--- config.mk ---
export PLATFORM = sky130hd
export DESIGN_NAME = lane_lock_ctrl
export DESIGN_NICKNAME = d
export VERILOG_FILES = /design/src/rtl/lane_lock_ctrl.sv
export SDC_FILE = /design/constraint.sdc
export NUM_CORES = 1
export LEC_CHECK = 0
export CAP_MARGIN = 0
export CORE_MARGIN = 5
export CORE_UTILIZATION = 45
export CTS_CLUSTER_SIZE = 16
export DETAILED_ROUTE_END_ITERATION = 8
export DONT_BUFFER_PORTS = 1
export MAX_ROUTING_LAYER = met4
export PLACE_DENSITY = 0.66
export SLEW_MARGIN = 20
export SYNTH_ARGS = -nofsm -noshare
export SYNTH_HDL_FRONTEND = slang
export SYNTH_SLANG_ARGS = --single-unit
--- constraint.sdc ---
create_clock -name i_clock -period 4.6 [get_ports i_clock]
set_input_delay 0.69 -clock i_clock [delete_from_list [all_inputs] [get_ports i_clock]]
set_output_delay 0.69 -clock i_clock [all_outputs]
set_load 0.1 [all_outputs]
--- src/rtl/lane_lock_ctrl.sv ---
// Lane lock supervisor: staggers lane sync-FSM enables, waits for and qualifies aggregate lock, and bounds retries.
// Optional macro LANE_MASK_EN adds i_lane_mask so that masked lanes count as locked and are never enabled.
module lane_lock_ctrl #(
  parameter int N_LANES        = 20,
  parameter int NB_WINDOW_CNT  = 11,
  parameter int NB_INVALID_CNT = 3,
  parameter int NB_TIMEOUT     = 16,
  parameter int NB_QUAL        = 8,
  parameter int NB_RETRY       = 3
) (
  input  logic                      i_clock,
  input  logic                      i_reset_n,
  input  logic                      i_enable,
  input  logic                      i_valid,
  input  logic                      i_signal_ok,
  input  logic [N_LANES-1:0]        i_lane_lock,
`ifdef LANE_MASK_EN
  input  logic [N_LANES-1:0]        i_lane_mask,
`endif
  input  logic [NB_WINDOW_CNT-1:0]  i_cfg_unlocked_limit,
  input  logic [NB_WINDOW_CNT-1:0]  i_cfg_locked_limit,
  input  logic [NB_INVALID_CNT-1:0] i_cfg_invalid_limit,
  input  logic [NB_TIMEOUT-1:0]     i_timeout_limit,
  input  logic [NB_QUAL-1:0]        i_qual_limit,
  input  logic [NB_RETRY-1:0]       i_retry_limit,
  input  logic                      i_clear_fail,
  output logic [N_LANES-1:0]        o_lane_enable,
  output logic [NB_WINDOW_CNT-1:0]  o_unlocked_limit,
  output logic [NB_WINDOW_CNT-1:0]  o_locked_limit,
  output logic [NB_INVALID_CNT-1:0] o_invalid_limit,
  output logic                      o_all_lock,
  output logic                      o_deskew_start,
  output logic                      o_lock_fail,
  output logic [NB_RETRY-1:0]       o_retry_count,
  output logic [2:0]                o_state
);

  localparam int NB_IDX = (N_LANES > 1) ? $clog2(N_LANES) : 1;
  localparam logic [NB_IDX-1:0] LAST_IDX = NB_IDX'(N_LANES - 1);

  typedef enum logic [2:0] {
    S_IDLE      = 3'd0,
    S_ENABLE    = 3'd1,
    S_WAIT_LOCK = 3'd2,
    S_QUALIFY   = 3'd3,
    S_LOCKED    = 3'd4,
    S_RESTART   = 3'd5,
    S_FAIL      = 3'd6
  } state_e;

  state_e                    state_q;
  logic [NB_IDX-1:0]         lane_idx_q;
  logic [N_LANES-1:0]        lane_en_q;
  logic [N_LANES-1:0]        mask_q;
  logic [NB_WINDOW_CNT-1:0]  unlocked_lim_q;
  logic [NB_WINDOW_CNT-1:0]  locked_lim_q;
  logic [NB_INVALID_CNT-1:0] invalid_lim_q;
  logic [NB_TIMEOUT-1:0]     timeout_q;
  logic [NB_QUAL-1:0]        qual_q;
  logic [NB_RETRY-1:0]       retry_q;
  logic                      all_lock_q;
  logic                      deskew_q;
  logic                      fail_q;

  logic adv;
  logic all_locked;

  assign adv = i_enable & i_valid;

`ifdef LANE_MASK_EN
  always_ff @(posedge i_clock or negedge i_reset_n) begin
    if (!i_reset_n) begin
      mask_q <= '0;
    end else if (adv && state_q == S_IDLE) begin
      mask_q <= i_lane_mask;
    end
  end
`else
  assign mask_q = '0;
`endif

  // A masked lane is treated as permanently locked.
  assign all_locked = &(i_lane_lock | mask_q);

  always_ff @(posedge i_clock or negedge i_reset_n) begin
    if (!i_reset_n) begin
      state_q        <= S_IDLE;
      lane_idx_q     <= '0;
      lane_en_q      <= '0;
      unlocked_lim_q <= '0;
      locked_lim_q   <= '0;
      invalid_lim_q  <= '0;
      timeout_q      <= '0;
      qual_q         <= '0;
      retry_q        <= '0;
      all_lock_q     <= 1'b0;
      deskew_q       <= 1'b0;
      fail_q         <= 1'b0;
    end else begin
      deskew_q <= 1'b0;
      if (adv && state_q == S_IDLE) begin
        unlocked_lim_q <= i_cfg_unlocked_limit;
        locked_lim_q   <= i_cfg_locked_limit;
        invalid_lim_q  <= i_cfg_invalid_limit;
      end
      // Loss of signal overrides the enable/valid qualification.
      if (!i_signal_ok) begin
        state_q    <= S_IDLE;
        lane_idx_q <= '0;
        lane_en_q  <= '0;
        retry_q    <= '0;
        all_lock_q <= 1'b0;
        fail_q     <= 1'b0;
      end else if (adv) begin
        unique case (state_q)
          S_IDLE: begin
            state_q    <= S_ENABLE;
            lane_idx_q <= '0;
            lane_en_q  <= '0;
          end
          S_ENABLE: begin
            lane_en_q[lane_idx_q] <= ~mask_q[lane_idx_q];
            if (lane_idx_q == LAST_IDX) begin
              state_q   <= S_WAIT_LOCK;
              timeout_q <= '0;
            end else begin
              lane_idx_q <= lane_idx_q + 1'b1;
            end
          end
          S_WAIT_LOCK: begin
            if (all_locked) begin
              state_q <= S_QUALIFY;
              qual_q  <= '0;
            end else if (timeout_q == i_timeout_limit) begin
              state_q   <= S_RESTART;
              lane_en_q <= '0;
            end else begin
              timeout_q <= timeout_q + 1'b1;
            end
          end
          S_QUALIFY: begin
            // Timeout counter keeps its value so a flickering lane cannot extend the search.
            if (!all_locked) begin
              state_q <= S_WAIT_LOCK;
            end else if (qual_q == i_qual_limit) begin
              state_q    <= S_LOCKED;
              deskew_q   <= 1'b1;
              all_lock_q <= 1'b1;
              retry_q    <= '0;
            end else begin
              qual_q <= qual_q + 1'b1;
            end
          end
          S_LOCKED: begin
            retry_q <= '0;
            if (!all_locked) begin
              state_q    <= S_RESTART;
              lane_en_q  <= '0;
              all_lock_q <= 1'b0;
            end
          end
          S_RESTART: begin
            if (retry_q == i_retry_limit) begin
              state_q <= S_FAIL;
              fail_q  <= 1'b1;
            end else begin
              retry_q    <= retry_q + 1'b1;
              state_q    <= S_ENABLE;
              lane_idx_q <= '0;
            end
          end
          S_FAIL: begin
            lane_en_q <= '0;
            if (i_clear_fail) begin
              state_q <= S_IDLE;
              retry_q <= '0;
              fail_q  <= 1'b0;
            end
          end
          default: begin
            state_q   <= S_IDLE;
            lane_en_q <= '0;
          end
        endcase
      end
    end
  end

  assign o_lane_enable    = lane_en_q;
  assign o_unlocked_limit = unlocked_lim_q;
  assign o_locked_limit   = locked_lim_q;
  assign o_invalid_limit  = invalid_lim_q;
  assign o_all_lock       = all_lock_q;
  assign o_deskew_start   = deskew_q;
  assign o_lock_fail      = fail_q;
  assign o_retry_count    = retry_q;
  assign o_state          = state_q;

endmodule

After elaboration in Yosys (flattened, before gate mapping)

Memories as Yosys holds them, arrays and structs flattened.
Index checks and enable logic that the tools add are counted.

Word-level logic and storage cells: 126
Register bits: 83
Bits in read-only memories: 32
Memories: 1

Memories:

| memory          | words | bits a word | rd ports | clocked after Yosys merged registers in | write ports | RTL line | RTL |
|---|---|---|---|---|---|---|---|
| (no name shown) | 32    | 1           | 1        | 0                                       | 0           | 122      | `lane_en_q[lane_idx_q] <= ~mask_q[lane_idx_q];` |

Bitwise logic cells: 2
Mux-type cells: 56
Order comparisons: 2
Equal/unequal tests: 34
Reduce and logical (&&, ||, !) cells: 15
$add $sub $neg: 4

Operators by type and width:

| cell                                           | number |
|---|---|
| two-way mux 20 bit                             | 5 |
| case mux 20 bit (4 select lines)               | 1 |
| two-way mux 16 bit                             | 3 |
| two-way mux 3 bit                              | 15 |
| case mux 16 bit (2 select lines)               | 1 |
| != test 3 bit (second input constant)          | 10 |
| two-way mux 8 bit                              | 3 |
| AND reduction 6 bit                            | 4 |
| case mux 3 bit (7 select lines)                | 1 |
| bitwise mux 20 bit                             | 1 |
| two-way mux 5 bit                              | 4 |
| AND reduction 20 bit                           | 1 |
| adder 16 x 1 -> 16 bit (second input constant) | 1 |
| == test 16 bit                                 | 1 |
| two-way mux 1 bit                              | 16 |
| case mux 8 bit (2 select lines)                | 1 |
| case mux 5 bit (3 select lines)                | 1 |
| != test 2 bit (second input constant)          | 7 |
| case mux 3 bit (4 select lines)                | 1 |
| AND reduction 5 bit                            | 2 |
| == test 3 bit (second input constant)          | 3 |
| adder 8 x 1 -> 8 bit (second input constant)   | 1 |
| == test 8 bit                                  | 1 |
| != test 4 bit (second input constant)          | 2 |
| 21 further kinds                               | 27 |

Longest topological paths before layout

Gate-level depths: netlist of the first run.

Word-level depth: 8
Mapped depth: 8

Least setup slack after synthesis of the first run

No wires, ideal clock.

Kind: input-to-reg
Start point: in i_lane_lock[19]
End point: reg state_q[2], in the netlist o_state[2]
Cell stages on the path: 7
Arrival time: 2.474 ns
Data required time: 4.475 ns
Slack: 2.001 ns
Library setup time: 0.125 ns
Buffers on the path: 1
Cell sequence: nand4_1 or4_4 or2_0 buf_6 or3_1 nand3b_1 mux2_2

Cells in the longest elaborated chain, start to end: 5

RTL lines:

| item                                 | RTL line | RTL |
|---|---|---|
| from (decl)                          | 16       | `input logic [N_LANES-1:0] i_lane_lock,` |
| AND reduction 20 bit (*)             | 83       | `assign all_locked = &(i_lane_lock \| mask_q);` |
| two-way mux 3 bit (on tied branches) | 143, 131 |  |
| case mux 3 bit (7 select lines)      | 115      | `unique case (state_q)` |
| two-way mux 3 bit                    | 114      | `end else if (adv) begin` |
| two-way mux 3 bit                    | 107      | `if (!i_signal_ok) begin` |
| to (signal assigned)                 | 108      | `state_q <= S_IDLE;` |
| to (signal assigned)                 | 117      | `state_q <= S_ENABLE;` |
| to (signal assigned)                 | 144      | `state_q <= S_WAIT_LOCK;` |
| to (decl)                            | 51       | `state_e state_q;` |

Every way passes the cells marked *; elsewhere a longest branch is shown, timed or not. The select of a mux whose other input is x is not followed.
A chain may end at the register's enable or synchronous reset.

Worst setup path in the final report of the first run

Start point: reg state_q[1], in the netlist o_state[1]
End point: reg qual_q[2]

Cells in the longest elaborated chain, start to end: 3

RTL lines:

| item                                                                 | RTL line | RTL |
|---|---|---|
| from (signal assigned)                                               | 87       | `state_q <= S_IDLE;` |
| from (signal assigned)                                               | 108      |  |
| from (signal assigned)                                               | 117      |  |
| == test 3 x 2 -> 1 bit                                               | 115      |  |
| != test 2 bit (no source line) or nonzero test 2 bit (tied branches) | n/a      |  |
| AND reduction 6 bit (no source line)                                 | n/a      |  |
| to (signal assigned)                                                 | 151      | `qual_q <= qual_q + 1'b1;` |
| to (decl)                                                            | 59       | `logic [NB_QUAL-1:0] qual_q;` |

Parallel ways exist; a longest one is shown, timed or not.

==> results of run 1 <==
==> sequential cells by signal, indices dropped and copies added, names as in the netlist, 3 cells and up <==
name              flops
lane_idx_q            5
timeout_q            16
o_state               3
o_invalid_limit       3
qual_q                8
o_locked_limit       11
o_unlocked_limit     11
o_lane_enable        20
o_retry_count         3
==> layer usage <==
metal,wire length (um),up-vias,global-route usage (%)
met3,843,17,5.30
met2,5490,130,31.2
li1,-,1640,-
met4,245,0,6.50
met1,4870,1714,26.3
met5,0,-,-
==> layout make-up <==
cell class,instances,area [um2]
timing repair buffer,10,103
clock inverter,7,75.1
tap,133,166
multi-input combinational,329,2250
fill,941,4950
sequential,83,2080
inverter,10,37.5
clock buffer,9,124
==> synth_stat cells (2+ instances only) <==
| master | instances |
|---|---|
| a41oi_1 | 2 |
| clkbuf_1 | 13 |
| nand4_1 | 17 |
| nor4bb_1 | 2 |
| nand2_1 | 25 |
| and2_1 | 5 |
| nor2_1 | 38 |
| o21ai_2 | 2 |
| inv_1 | 10 |
| buf_6 | 6 |
| a21o_1 | 3 |
| o21ai_0 | 27 |
| nand2b_1 | 4 |
| buf_2 | 6 |
| and3_1 | 6 |
| o32a_1 | 5 |
| nor4b_1 | 3 |
| and4_1 | 2 |
| dfrtp_1 | 83 |
| xor2_1 | 16 |
| mux2_2 | 27 |
| o31ai_1 | 18 |
| nor2b_1 | 4 |
| xnor2_1 | 14 |
| nand3_1 | 19 |
| a21oi_1 | 9 |
| mux2i_1 | 2 |
| ha_1 | 7 |
| nor4_1 | 10 |
| nor3_1 | 13 |
| a31oi_1 | 22 |
==> where the power goes <==
part | internal, uW | total [uW] | switching [uW]
sequential | 846 | 1900 | 1060
combinational | 242 | 623 | 381
clock | 253 | 536 | 283
total | 1340 | 3060 | 1720
==> final timing paths <==
path	endpoint	slack (ns)	depth (start not counted)
worst min-delay path	o_invalid_limit[1]	0.17	1
worst min register to register	timeout_q[15]	0.51	1
min in group i_clock	o_invalid_limit[1]	0.47	1
worst max-delay path	qual_q[2]	1.72	5
worst max register to register	qual_q[2]	1.72	5
max in group asynchronous	o_lane_enable[17]	3.15	1
==> through the flow <==
| stage | utilization [%] | hold WS (ns) | cell area [um2] | std cells | setup slack (ns) |
|---|---|---|---|---|---|
| after floorplan | - | 0.394 | 4500 | 448 | 2.00 |
| after global placement | 46.8 | 0.399 | 4570 | 561 | 1.74 |
| after detailed placement | 46.8 | 0.398 | 4570 | 561 | 1.69 |
| after CTS | 49.4 | 0.154 | 4830 | 581 | 1.74 |
| after global routing | 49.4 | 0.166 | 4830 | 581 | 1.42 |
| final | 49.4 | 0.166 | 4830 | 581 | 1.72 |
==> cell families (layout without fill, tap and decap cells) <==
group | count (synthesis) | count (layout) | synth area share, %
DFF | 83 | 83 | 46.1
and+or+nand+nor | 163 | 163 | 19.8
AOI/OAI and AO/OA | 99 | 99 | 14.6
xor gates and xnor gates | 30 | 30 | 5.84
muxes | 30 | 30 | 7.53
buffers and inverters | 36 | 36 | 4.17
adders and majority gates | 7 | 7 | 1.95
==> flow_summary.ini, run 1 <==
[yosys]
mappedNetlistNets = 533
ys_ff_latch = 83
yosysWarningCount = 0
yosysUniqueCellTypes = 59
syn_inst = 448
netlist_area_mm2 = 0.00450
synth_edf_count = 0
synth_area_per_cell_um2 = 10.0
synth_ff_type = dfrtp_1
yosys.area.top_type = dfrtp_1
seq_area_frac_synth_pct = 46.1
netlist.area_leader.share_pct = 46.1
yosys-top-cells-area = dfrtp_1 (46%), mux2_2 (6.8%), nor2_1 (3.2%)
synth-async-reset-ratio_pct = 100

[cells_and_area]
layout_common_cells = dfrtp_1 (83), nor2_1 (38), o21ai_0 (27), mux2_2 (27), nand2_1 (25)
layout_commonest_cell = dfrtp_1
nets = 528
antennaDiodeCount = 0
area_growth_pct = 7.25
drive_above_1_share_pct = 14.3

[timing]
max-slew-margin-rel_pct = 32.5
slew_viol_final = 0
fmax_mhz = 347
period_minus_slack_ns = 2.88
setup_viol = 0
worst_slew_pin_slew_ns = 1.01
finClkSkew_ns = 0.00934
finalCritPeriodShare_pct = 62.7
hold_violations = 0
tns_ns = 0
grt_setup_unrepaired = false

[clock_network]
cts_buffer_depth = 2
cts_resized = 0
hold_buffers = 4
numCtsBuffers = 9
clk_pin_slew_ns = 0.09
clk_latency_ns = 0.36
clock-sinks = 83
htree_num_levels = 3
cts_setup_buffers = 0
cts_tree = built
cts_root_buffer = clkbuf_8

[setup_path]
cp-end-kind = register
critPathMaxStageDelay_ns = 0.69
critPathKind = reg2reg
path_delay_family = simple AND/OR/NAND/NOR gates
crit_start = o_state[1]
worstPathCellList = nor2b_1, nand2_1, nor3_1, and2b_1, mux2_4
cpMaxStageDelayCell = nor3_1
arrival_ns = 3.13
cp_data_required_time_ns = 4.85
cp_max_fo = 14
cp-start-kind = register
path_buf_inv = 0
r2r-start = o_state[1]

[outcome]
status = finished clean

[global_routing]
grt_usage_pct = 20.3
grt_first_pass_wirelength_mm = 18.4
antenna_found_initial = 0
grt_max_degree = 44
grt_pass1_vias = 3630
grt.overflow.total = 0

[drt]
vias = 3501
drt_pass1_iterations = 4
drc = 0
drtIter0Drc = 281
wl_mm = 11.4
viasPerCell = 6.03
avgRoutedWirePerCell_um = 19.7
ant_nets = 0

[die]
fp-row-count = 36
die_area_mm2 = 0.0121
die_y_um = 110
die_w_um = 110
ios = 132
initial_core_util_pct = 46.1
core_area_mm2 = 0.00977

[worst_hold_path]
hp-class = in2async

[power]
power.density_mw_per_mm2 = 634
vdd_ir_drop_max_v = 0.000623
total_power_uw = 3060
p_leak_uw = 0.00198

[placement]
gp_congestion = 0.891
dp_hpwl_mm = 8.16
portBuffers = 0

[flow_run]
cap_violations = 0
Note: power is estimated with default switching activity, not from simulation.
==> inputs of run 2 (changes only) <==
PLACE_DENSITY = 0.68   (was 0.66)
clock period = 2.6 ns   (was 4.6 ns; I/O delays follow)
==> run 2 against run 1 <==
Effect of this change: design area up 1.8%; critical path depth up 2; clock power up 61%; largest power group unchanged; core utilization up 0.87 points.
==> flow_summary.ini, run 2 (same netlist as run 1, synthesis figures left out) <==
[outcome]
status = finished clean

[worst_hold_path]
hp-class = in2reg

[power]
pwr-share-seq_pct = 61.1
vdd_ir_drop_max_v = 0.00107
switchingPower_uw = 3060
power.density_mw_per_mm2 = 1100
p_leak_uw = 0.00204
swShare_pct = 56.8
intPower_uw = 2330
pwr-share-comb_pct = 22.9
pwr-share-clk_pct = 16.0

[timing]
slew_viol_final = 0
grt_setup_unrepaired = false
hold_violations = 0
worst_slew_pin_slew_ns = 0.960
holdWs_ns = 0.168
setup_slack_ns = 0.338
max-slew-margin-rel_pct = 36.0
setup_viol = 0
period_minus_slack_ns = 2.26
fmax_mhz = 442
finClkSkew_ns = 0.0171
tns_ns = 0
finalCritPeriodShare_pct = 87.0

[drt]
avgRoutedWirePerCell_um = 19.2
drt_pass1_iterations = 4
drtIter0Drc = 212
ant_nets = 0
wl_mm = 11.4
vias = 3552
viasPerCell = 5.96
drc = 0

[placement]
postPlaceCellArea_mm2 = 0.00470
gp_congestion = 0.907
dp_hpwl_mm = 8.34
portBuffers = 0
pre_cts_ws_ns = 0.168

[cells_and_area]
nets = 543
layout_commonest_cell = dfrtp_1
drive_above_1_share_pct = 17.3
largest_reg_flops = 20
final_area_mm2 = 0.00491
area_growth_pct = 9.14
fillCellCount = 914
antennaDiodeCount = 0
layout_common_cells = dfrtp_1 (83), nor2_1 (38), o21ai_0 (27), mux2_2 (27), nand2_1 (25)

[setup_path]
path_delay_family = simple AND/OR/NAND/NOR gates
critPathMaxStageDelay_ns = 0.49
arrival_ns = 2.56
cp-start-kind = register
cp-end-kind = register
cp_max_fo = 17
critPathKind = reg2reg
cpMaxStageDelayCell = dfrtp_1
path_buf_inv = 1
worstPathCellList = xor2_1, nor4_1, nand4_1, a32oi_1, buf_4, a211o_1, a21o_1
cp_data_required_time_ns = 2.90

[die]
die_w_um = 110
core_area_mm2 = 0.00977
initial_core_util_pct = 46.1
die_area_mm2 = 0.0121
fp-row-count = 36
ios = 132
die_y_um = 110

[clock_network]
cts_root_buffer = clkbuf_8
clock-sinks = 83
numCtsBuffers = 9
htree_num_levels = 3
cts_tree = built
clk_pin_slew_ns = 0.09
clk_latency_ns = 0.37
cts_buffer_depth = 2
cts_resized = 0
cts_setup_buffers = 0
hold_buffers = 2

[global_routing]
antenna_found_initial = 0
use_met2_pct = 28.9
grt_first_pass_wirelength_mm = 18.1
grt_usage_pct = 19.7
grt_use_met1_pct = 26.3
grt_pass1_vias = 3569
grt_max_degree = 84
grt.overflow.total = 0
top_usage_layer = met2
grt_use_met3_pct = 6.06

[flow_run]
cap_violations = 0
[run 2: per-layer routing]
layer  routed length, um  share of wire, %
met5                   0                 0
met4                 186               1.6
met1                4980                44
met2                5350                47
met3                 919               8.0
[run 2: per-stage QoR]
stage | utilization, % | total power (uW) | cells
final | 50.3 | 5380 | 596
after global routing | 50.3 | 5610 | 596
after CTS | 50.3 | 5410 | 596
after detailed placement | 48.1 | 4510 | 578
after global placement | 48.1 | 4480 | 578
after floorplan | - | 4220 | 448
[run 2: final timing paths]
| path | start | to | slack, ns | cells after the start |
|---|---|---|---|---|
| worst max-delay path | timeout_q[3] | timeout_q[5] | 0.34 | 7 |
| worst min-delay path | i_cfg_unlocked_limit[9] | o_unlocked_limit[9] | 0.17 | 1 |
| worst max register to register | timeout_q[3] | timeout_q[5] | 0.34 | 7 |
| worst min register to register | timeout_q[15] | timeout_q[15] | 0.52 | 1 |
| max in group asynchronous | i_reset_n | o_lock_fail | 1.65 | 2 |
| min in group asynchronous | i_reset_n | qual_q[2] | 0.60 | 2 |
[run 2: layout make-up]
cell class              instances  area (um2)  area share (%)
well taps                     133         166            3.39
multi-input cells             329        2250            45.7
inverters                      10        37.5           0.764
clock buffers                  10         128            2.60
repair buffers                 25         210            4.28
clock inverters                 6        48.8           0.993
flip-flops and latches         83        2080            42.3
[run 2: worst reg2reg max path, cell delays in order, from the launching register on]
cell	delay (ns)
dfrtp_1	0.49
xor2_1	0.20
nor4_1	0.36
nand4_1	0.34
a32oi_1	0.32
buf_4	0.26
a211o_1	0.13
a21o_1	0.10
[run 2: power groups by stage]
stage               clock network (uW)  registers [uW]  logic [uW]
floorplan                            0            3410         809
global placement                     0            3310        1170
detailed placement                   0            3310        1200
CTS                                885            3290        1230
global route                       944            3320        1350
finish                             863            3290        1230
